[config.mk]
export PLATFORM = sky130hd
export DESIGN_NAME = ether_tx_sched
export DESIGN_NICKNAME = d
export VERILOG_FILES = /design/src/rtl/ether_pkg.sv /design/src/rtl/rr_arbiter.sv /design/src/rtl/ether_tx_sched.sv
export SDC_FILE = /design/constraint.sdc
export NUM_CORES = 1
export LEC_CHECK = 0
export CORE_MARGIN = 4
export CORE_UTILIZATION = 37
export CTS_CLUSTER_SIZE = 12
export DETAILED_ROUTE_END_ITERATION = 6
export PLACE_DENSITY = 0.81
export SKIP_CTS_REPAIR_TIMING = 1
export SYNTH_ARGS = -nofsm -noshare
export SYNTH_HDL_FRONTEND = slang
export SYNTH_SLANG_ARGS = --single-unit
export TNS_END_PERCENT = 100
[constraint.sdc]
create_clock -name clk -period 2.7 [get_ports clk]
set_input_delay 0.54 -clock clk [delete_from_list [all_inputs] [get_ports clk]]
set_output_delay 0.54 -clock clk [all_outputs]
set_load 0.03 [all_outputs]
[src/rtl/ether_pkg.sv]
// rtl/ether_pkg.sv - shared types, constants and sizing helpers for the RMII transmit scheduler
// Contents:
//   state_t                  scheduler FSM states
//   PREAMBLE, SFD            frame lead-in byte values used by the header transmitter
//   ifg_cycles/min_units/max_units  derive clock/unit counts from the stream width n
package ether_pkg;

  typedef enum logic [2:0] {
    ST_IDLE,
    ST_HDR,
    ST_PAYLOAD,
    ST_PAD,
    ST_CRC,
    ST_IFG
  } state_t;

  localparam logic [7:0] PREAMBLE = 8'h55;
  localparam logic [7:0] SFD      = 8'hD5;

  // 96 bit times of gap, carried n bits per clock
  function automatic int ifg_cycles(input int n);
    return 96 / n;
  endfunction

  // 46-byte minimum payload in n-bit units
  function automatic int min_units(input int n);
    return (46 * 8) / n;
  endfunction

  // 1500-byte maximum payload in n-bit units
  function automatic int max_units(input int n);
    return (1500 * 8) / n;
  endfunction

endpackage

[src/rtl/rr_arbiter.sv]
// rtl/rr_arbiter.sv - pointer-based round-robin arbiter with registered one-hot grant
// Ports:
//   clk, rst          clock, synchronous active-high reset
//   req  [NREQ]       request vector
//   load              sample req this cycle (grant and pointer update on a winner)
//   clear             drop the current grant
//   grant [NREQ]      registered one-hot grant
//   win_idx, win_any  combinational winner for the current cycle
module rr_arbiter #(
  parameter int NREQ = 2,
  parameter int IW   = (NREQ > 1) ? $clog2(NREQ) : 1
) (
  input  logic            clk,
  input  logic            rst,
  input  logic [NREQ-1:0] req,
  input  logic            load,
  input  logic            clear,
  output logic [NREQ-1:0] grant,
  output logic [IW-1:0]   win_idx,
  output logic            win_any
);

  logic [IW-1:0] rr;

  // First set request at or after the pointer, wrapping around.
  always_comb begin : pick
    int s;
    logic [IW-1:0] idx;
    win_any = 1'b0;
    win_idx = '0;
    s       = 0;
    idx     = '0;
    for (int k = 0; k < NREQ; k++) begin
      s = int'(rr) + k;
      if (s >= NREQ) s = s - NREQ;
      idx = IW'(s);
      if (!win_any && req[idx]) begin
        win_any = 1'b1;
        win_idx = idx;
      end
    end
  end

  always_ff @(posedge clk) begin
    if (rst) begin
      grant <= '0;
      rr    <= '0;
    end else if (load && win_any) begin
      grant <= NREQ'(1) << win_idx;
      rr    <= (int'(win_idx) == NREQ - 1) ? '0 : win_idx + IW'(1);
    end else if (clear) begin
      grant <= '0;
    end
  end

endmodule

[src/rtl/ether_tx_sched.sv]
// rtl/ether_tx_sched.sv - frame scheduler: arbitration, header/payload/pad merge, CRC hand-off, IFG
// Ports:
//   clk, rst                         clock, synchronous active-high reset
//   req_valid/dest_mac/etype         per-source frame request and header fields
//   req_axiid/axiiv/last, req_ready  per-source payload stream
//   grant                            one-hot grant of the current frame
//   hdr_start/dest_mac/etype         header transmitter kick-off and latched fields
//   hdr_axiov/axiod/cksum            header transmitter stream
//   axiov/axiod/axio_cksum           merged N-bit output stream
//   crc_go, crc_done                 FCS hand-off to and completion from the CRC block
//   err_underrun, err_oversize       abort pulses
//   busy                             not idle
module ether_tx_sched
  import ether_pkg::*;
#(
  parameter int N          = 2,
  parameter int NREQ       = 2,
  parameter int IFG_CYCLES = ifg_cycles(N),
  parameter int MIN_UNITS  = min_units(N),
  parameter int MAX_UNITS  = max_units(N)
) (
  input  logic                 clk,
  input  logic                 rst,
  input  logic [NREQ-1:0]      req_valid,
  input  logic [NREQ*48-1:0]   req_dest_mac,
  input  logic [NREQ*16-1:0]   req_etype,
  input  logic [NREQ*N-1:0]    req_axiid,
  input  logic [NREQ-1:0]      req_axiiv,
  input  logic [NREQ-1:0]      req_last,
  output logic [NREQ-1:0]      grant,
  output logic [NREQ-1:0]      req_ready,
  output logic                 hdr_start,
  output logic [47:0]          hdr_dest_mac,
  output logic [15:0]          hdr_etype,
  input  logic                 hdr_axiov,
  input  logic [N-1:0]         hdr_axiod,
  input  logic                 hdr_cksum,
  output logic                 axiov,
  output logic [N-1:0]         axiod,
  output logic                 axio_cksum,
  output logic                 crc_go,
  input  logic                 crc_done,
  output logic                 err_underrun,
  output logic                 err_oversize,
  output logic                 busy
);

  localparam int IW = (NREQ > 1) ? $clog2(NREQ) : 1;

  state_t        state;
  logic [12:0]   ucnt;
  logic [12:0]   ucnt_nx;
  logic [7:0]    gcnt;
  logic [IW-1:0] gidx;
  logic [IW-1:0] win_idx;
  logic          win_any;
  logic          hdr_seen;
  logic          crc_entry;
  logic          g_valid;
  logic          g_last;
  logic [N-1:0]  g_data;
  logic          pay_abort;
  logic          crc_fin;

  assign ucnt_nx   = ucnt + 13'd1;
  assign g_valid   = |(req_axiiv & grant);
  assign g_last    = req_last[gidx];
  assign g_data    = req_axiid[gidx*N +: N];
  assign req_ready = (state == ST_PAYLOAD) ? grant : '0;
  assign busy      = (state != ST_IDLE);

  // Abort conditions and CRC completion are needed both by the FSM and to
  // drop the grant on the same edge that enters IFG.
  assign pay_abort = (state == ST_PAYLOAD) &&
                     (!g_valid || (!g_last && ucnt_nx == 13'(MAX_UNITS)));
  // crc_done is ignored until crc_go has been seen and retired.
  assign crc_fin   = (state == ST_CRC) && crc_done && !crc_go && !crc_entry;

  rr_arbiter #(.NREQ(NREQ), .IW(IW)) u_arb (
    .clk     (clk),
    .rst     (rst),
    .req     (req_valid),
    .load    (state == ST_IDLE),
    .clear   (pay_abort || crc_fin),
    .grant   (grant),
    .win_idx (win_idx),
    .win_any (win_any)
  );

  always_ff @(posedge clk) begin
    if (rst) begin
      state        <= ST_IDLE;
      ucnt         <= '0;
      gcnt         <= '0;
      gidx         <= '0;
      hdr_seen     <= 1'b0;
      crc_entry    <= 1'b0;
      hdr_start    <= 1'b0;
      hdr_dest_mac <= '0;
      hdr_etype    <= '0;
      axiov        <= 1'b0;
      axiod        <= '0;
      axio_cksum   <= 1'b0;
      crc_go       <= 1'b0;
      err_underrun <= 1'b0;
      err_oversize <= 1'b0;
    end else begin
      hdr_start    <= 1'b0;
      crc_go       <= 1'b0;
      err_underrun <= 1'b0;
      err_oversize <= 1'b0;
      case (state)
        ST_IDLE: begin
          axiov      <= 1'b0;
          axio_cksum <= 1'b0;
          if (win_any) begin
            gidx         <= win_idx;
            hdr_dest_mac <= req_dest_mac[win_idx*48 +: 48];
            hdr_etype    <= req_etype[win_idx*16 +: 16];
            hdr_start    <= 1'b1;
            hdr_seen     <= 1'b0;
            state        <= ST_HDR;
          end
        end
        ST_HDR: begin
          axiov      <= hdr_axiov;
          axiod      <= hdr_axiod;
          axio_cksum <= hdr_cksum;
          if (hdr_axiov) begin
            hdr_seen <= 1'b1;
          end else if (hdr_seen) begin
            ucnt  <= '0;
            state <= ST_PAYLOAD;
          end
        end
        ST_PAYLOAD: begin
          if (pay_abort) begin
            err_underrun <= !g_valid;
            err_oversize <= g_valid;
            axiov        <= 1'b0;
            axio_cksum   <= 1'b0;
            gcnt         <= 8'(IFG_CYCLES - 1);
            state        <= ST_IFG;
          end else begin
            axiov      <= 1'b1;
            axiod      <= g_data;
            axio_cksum <= 1'b1;
            ucnt       <= ucnt_nx;
            if (g_last) begin
              if (ucnt_nx < 13'(MIN_UNITS)) begin
                state <= ST_PAD;
              end else begin
                crc_entry <= 1'b1;
                state     <= ST_CRC;
              end
            end
          end
        end
        ST_PAD: begin
          axiov      <= 1'b1;
          axiod      <= '0;
          axio_cksum <= 1'b1;
          ucnt       <= ucnt_nx;
          if (ucnt_nx == 13'(MIN_UNITS)) begin
            crc_entry <= 1'b1;
            state     <= ST_CRC;
          end
        end
        ST_CRC: begin
          // crc_go lands in the cycle right after the last unit leaves axiod.
          axiov      <= 1'b0;
          axio_cksum <= 1'b0;
          crc_go     <= crc_entry;
          crc_entry  <= 1'b0;
          if (crc_fin) begin
            gcnt  <= 8'(IFG_CYCLES - 1);
            state <= ST_IFG;
          end
        end
        ST_IFG: begin
          axiov      <= 1'b0;
          axio_cksum <= 1'b0;
          if (gcnt == 8'd0) state <= ST_IDLE;
          else              gcnt  <= gcnt - 8'd1;
        end
        default: state <= ST_IDLE;
      endcase
    end
  end

endmodule
==> results.ini, run 1 <==
[logic_synthesis]
ys_async_sr_fraction_pct=0
ys_warn_count=0
ys_seq_area_share_pct=43.8
ys_seq_elements=102
synth-main-ff-cell=dfxtp_1
yosys.cell_types.count=64
synthCells=530
synth_fp_nets=678
synth.avg_cell_area_sq_um=8.80
synth_enable_flop_cells=0
syn-cell-area_sq_um=4670

[pwr]
power_density_nw_per_um2=941
leakagePower_nw=2.65
power_w=0.00708
irDropWorstVdd_mv=0.518

[clock_network]
htreeDepth=3
cts_buffers=9
clkLatencyLatePin_ns=0.34
cts_tree=done
cts.path.max_buffers=2
cts_sinks=102
path_clk_slew_ns=0.07
cts-root-buf=clkbuf_16

[finish]
drive_above_1_share_pct=9.63
fin_nets=891
area_growth_pct=61.3
final_area_sq_um=7530
layout.cells.non_filler=916
n_fill_cell=996
antenna_cells_inserted=0

[sta]
finalHoldViolCount=0
timing.final.ws_setup_ns=0.151
tns_ns=0
setup-violations-final=0
relSlewSlack_pct=57.6
max_freq_mhz=392
slew_viol_final=0
finClkSkew_ns=0.0109
rsz0062_at_grt=false
tightest_slew_ns=0.629
fin_crit_ns=2.55
period_share_pct=94.4

[placed_design]
dp_slack_ns=-0.0129
dp_cells=900
io_buffers=221
place_area_sq_um=7180
gp_congestion=0.944
post-dp-hpwl_um=13400

[drt]
vias=5398
postRouteWirelength_um=18400
vias_per_cell=5.89
drt_first_pass_iters=7
wl_met1_um=6930
top_layer=met4
route.met3.wl_um=1860
routedWlPerCell_um=20.1
drc_errors=8
drtIter0Drc=629
ant_nets=0
met2_length_um=9110

[floorplan]
ios=222
initial_core_util_pct=38.4
coreArea_sq_um=12200
dieArea_sq_um=14500
rows=40
die_x_um=120
die_h_um=120

[run_status]
violations=DRC
outcome=finished, violations left

[critical_path]
critPathMaxStageDelay_ns=0.62
required_ns=2.96
worst-endpoint-arrival_ns=2.81
start_kind=flip-flop
crit_chain=buf_4 -> nand2_1 -> o32ai_1 -> o21ai_0 -> a21oi_1 -> nor2_1 -> or4b_2 -> a31oi_1
worstSetupPathType=flip-flop to flip-flop
endpoint_kind=flip-flop
path_max_fanout=6
cpMaxStageDelayCell=or4b_2

[job]
maxCapViolCount=0

[worst_hold_path]
worstHoldPathType=flip-flop to flip-flop

[global_route]
grt_pass1_vias=5288
antenna_found_initial=0
grt_pass1_wl_um=28100
gr-total-overflow=0
grt_max_degree=67
grt_usage_pct=24.2

==> per-stage QoR <==
step	utilization (%)	hold slack, ns
2_1_floorplan	-	0.450
3_3_place_gp	59.1	0.473
3_5_place_dp	59.1	0.482
4_1_cts	61.6	0.503
5_1_grt	61.9	0.529
6_report	61.9	0.499
==> cell usage after synthesis, types with 5 or more instances <==
library cell | count | area, sq um
buf_2 | 6 | 30.0
nor2_1 | 96 | 360
dfxtp_1 | 102 | 2040
a21oi_1 | 21 | 105
buf_1 | 5 | 18.8
o21ai_0 | 16 | 80.1
a31oi_1 | 7 | 43.8
nand3_1 | 22 | 110
clkbuf_1 | 32 | 120
a222oi_1 | 64 | 641
or3_1 | 5 | 31.3
inv_1 | 12 | 45.0
nor3_1 | 12 | 60.1
nand2_1 | 24 | 90.1
a311oi_1 | 11 | 96.3
==> placed cells by master, fill, tap and decap left out, types with 12 or more instances in the layout <==
cell,netlist,routed
nand2_1,24,24
buf_4,4,27
inv_1,12,12
o21ai_0,16,15
nand3_1,22,20
dfxtp_1,102,98
nor2_1,96,95
a21oi_1,21,21
a222oi_1,64,64
clkdlybuf4s50_1,0,218
nor3_1,12,12
==> per-layer routing <==
layer	GRT usage (%)	vias to the layer above
met5	0	-
met2	41.4	270
li1	-	2476
met1	28.4	2619
met3	8.89	33
met4	7.01	0
==> power by group <==
group          internal (W)  switching (W)
clock              0.000731       0.000605
combinational       0.00148        0.00209
sequential          0.00189       0.000281
==> final timing paths <==
path / from / endpoint / slack [ns] / cells after the start
min reg2reg: hdr_etype[15] / hdr_etype[15] / 0.50 / 2
max reg2reg: ucnt[3] / crc_entry / 0.15 / 8
min: hdr_etype[15] / hdr_etype[15] / 0.50 / 2
max: ucnt[3] / crc_entry / 0.15 / 8
==> logic make-up (layout without fill, tap and decap cells) <==
logic type | Yosys count | in the layout | synth area share, %
AND/OR/NAND/NOR | 193 | 193 | 19.8
adder cells (fa/ha/maj) | 3 | 3 | 0.805
multiplexers | 4 | 4 | 0.858
AO/OA/AOI/OAI | 160 | 160 | 28.1
flip-flops | 102 | 102 | 43.8
buffers and inverters | 61 | 279 | 5.42
XOR/XNOR | 7 | 7 | 1.31
==> sequential cells by signal, summed over array words and instances (netlist names), 2 cells and up <==
register	cells
state	3
axiod	2
gcnt	8
hdr_etype	16
hdr_dest_mac	48
u_arb.grant	2
ucnt	13
==> final cells by class <==
class                           instances  area (sq um)  share of cell area (%)
Sequential cell                       102          2050                    27.2
Multi-Input combinational cell        367          2430                    32.3
Clock buffer                            9           225                    2.99
Clock inverter                          7          81.3                    1.08
Tap cell                              168           210                    2.79
Timing Repair Buffer                  250          2480                    33.0
Inverter                               13          48.8                   0.648
==> critical path, delay by kind of cell (launching register included) <==
kind	cells	cell delay (ns)
AOI/OAI and AO/OA	4	1.00
and+or+nand+nor	3	0.83
DFF	1	0.45
buffers and inverters	1	0.20
Power figures use the tool's default switching activity.
==> run 2, diff against run 1 <==
clock period = 2.19 ns   (was 2.7 ns; I/O delays follow)
==> run 2 against run 1 <==
The run ends with DRC, setup timing left. Via count increased by 5.2%. Critical path depth down 1. Total power up 29%. Register-to-register slack got worse by 0.42 ns. Highest routed layer unchanged.
==> results.ini, run 2 (same netlist as run 1, synthesis figures left out) <==
[drt]
top_layer=met4
drt_first_pass_iters=7  ; unchanged
route.met3.wl_um=2100  ; +13%
routedWlPerCell_um=20.9  ; +4.3%
drc_errors=5  ; -3
met2_length_um=10400  ; +14%
vias=5680  ; +5.2%
postRouteWirelength_um=20000  ; +9.0%
drtIter0Drc=690  ; +9.7%
wl_met1_um=6940  ; about the same
ant_nets=0  ; unchanged
vias_per_cell=5.94  ; +0.72%

[global_route]
grt_max_degree=67  ; unchanged
gr-total-overflow=0  ; unchanged
antenna_found_initial=4  ; +4
grt_usage_pct=25.5  ; +1.4 points
grt_pass1_vias=5694  ; +7.7%
grt_pass1_wl_um=29300  ; +4.3%

[floorplan]
dieArea_sq_um=14500  ; unchanged
coreArea_sq_um=12200  ; unchanged
initial_core_util_pct=38.4  ; unchanged
ios=222  ; unchanged
die_h_um=120  ; unchanged
die_x_um=120  ; unchanged
rows=40  ; unchanged

[clock_network]
cts_tree=done
cts_sinks=102  ; unchanged
path_clk_slew_ns=0.08  ; about the same
cts_buffers=9  ; unchanged
cts-root-buf=clkbuf_16
cts.path.max_buffers=2  ; unchanged
htreeDepth=3  ; unchanged
clkLatencyLatePin_ns=0.36  ; +0.02 ns

[finish]
final_common_cell=clkdlybuf4s50_1
fin_nets=928  ; +4.2%
multi_input_area_sq_um=2630  ; +8.1%
layout.area.seq_sq_um=2050  ; +0.37%
n_fill_cell=937  ; -5.9%
final_cell_mix=217 x clkdlybuf4s50_1, 96 x dfxtp_1, 92 x nor2_1, 64 x a222oi_1, 61 x buf_4
largest_register=hdr_dest_mac
area_growth_pct=71.9
drive_above_1_share_pct=17.8  ; +8.2 points
largestRegisters=hdr_dest_mac x48, hdr_etype x16, ucnt x13
largest_register_ffs=48  ; unchanged

[placed_design]
io_buffers=221  ; unchanged
dp_slack_ns=-0.368  ; -0.355 ns
gp_congestion=0.901  ; -4.5%
post-dp-hpwl_um=14200  ; +5.5%

[sta]
finClkSkew_ns=0.0111  ; +0.000221 ns
max_freq_mhz=407  ; +3.9%
rsz0062_at_grt=true
tightest_slew_ns=0.516  ; -0.113 ns
slew_viol_final=0  ; unchanged
relSlewSlack_pct=65.6  ; +8.0 points
period_share_pct=112  ; +18 points
setup-violations-final=23  ; +23
timing.final.ws_setup_ns=-0.264  ; -0.415 ns
fin_crit_ns=2.45  ; -0.0949 ns
finalHoldViolCount=0  ; unchanged

[pwr]
pwr-share-clk_pct=19.4  ; +0.5 points
leakagePower_nw=2.90  ; +9.6%
irDropWorstVdd_mv=0.810  ; +56%
swShare_pct=41.5  ; -0.54 points
p_switching_w=0.00379  ; +27%
power_w=0.00913  ; +29%
p_int_w=0.00534  ; +30%
power_density_nw_per_um2=1140  ; +21%
pwr-share-comb_pct=51.5  ; +1.0 points
seqPwrFrac_pct=29.1  ; -1.5 points

[critical_path]
path_max_fanout=6  ; unchanged
endpoint_kind=flip-flop
start_kind=flip-flop
required_ns=2.44  ; -0.52 ns
worst-endpoint-arrival_ns=2.70  ; -0.11 ns
worstSetupPathType=flip-flop to flip-flop

[worst_hold_path]
worstHoldPathType=flip-flop to flip-flop

[job]
maxCapViolCount=0  ; unchanged

[run_status]
outcome=finished, violations left
violations=DRC, setup timing

run 2: through the flow:
step	instance area [sq um]	instances	util, %	TNS, ns	hold WS (ns)
floorplan	4740	530	-	-2.90	0.450
global placement	7430	926	61.1	-5.12	0.474
detailed placement	7430	926	61.1	-6.86	0.484
CTS	7750	942	63.8	-5.38	0.489
global route	8020	957	66.0	-6.11	0.524
finish	8020	957	66.0	-3.78	0.491
run 2: worst max-delay path, cell delays in order (launching register included):
cell and delay (ns):
dfxtp_4 0.36, ha_4 0.18, nand3_4 0.08, or3_4 0.38
a22oi_2 0.19, or4b_4 0.58, a21o_4 0.29, a311oi_1 0.28
run 2: cell type report:
cell class,instances,area share [%]
antenna,4,0.125
clock buffer,12,3.07
clock inverter,4,0.967
inverter,13,0.655
multi-input combinational,369,32.8
sequential,102,25.6
tap,168,2.62
timing repair buffer,285,34.2
run 2: final timing paths:
| path | startpoint | end | slack, ns | cells past startpoint |
|---|---|---|---|---|
| max | ucnt[0] | ucnt[2] | -0.26 | 7 |
| min | gcnt[7] | gcnt[7] | 0.49 | 1 |
| max reg2reg | ucnt[0] | ucnt[2] | -0.26 | 7 |
| min reg2reg | gcnt[7] | gcnt[7] | 0.49 | 1 |
run 2: power by group through the flow:
stage / Combinational [W] / Sequential, W / Clock (W)
finish: 0.00470 / 0.00265 / 0.00178
global route: 0.00503 / 0.00271 / 0.00187
detailed placement: 0.00450 / 0.00266 / 0
CTS: 0.00453 / 0.00264 / 0.00181
global placement: 0.00439 / 0.00264 / 0
floorplan: 0.00190 / 0.00336 / 0
run 2: per-layer routing:
| layer | GRT usage [%] | up-vias |
|---|---|---|
| met1 | 26.6 | 2763 |
| met2 | 45.3 | 307 |
| met3 | 10.7 | 46 |
| li1 | - | 2564 |
| met4 | 10.6 | 0 |
| met5 | 0 | - |
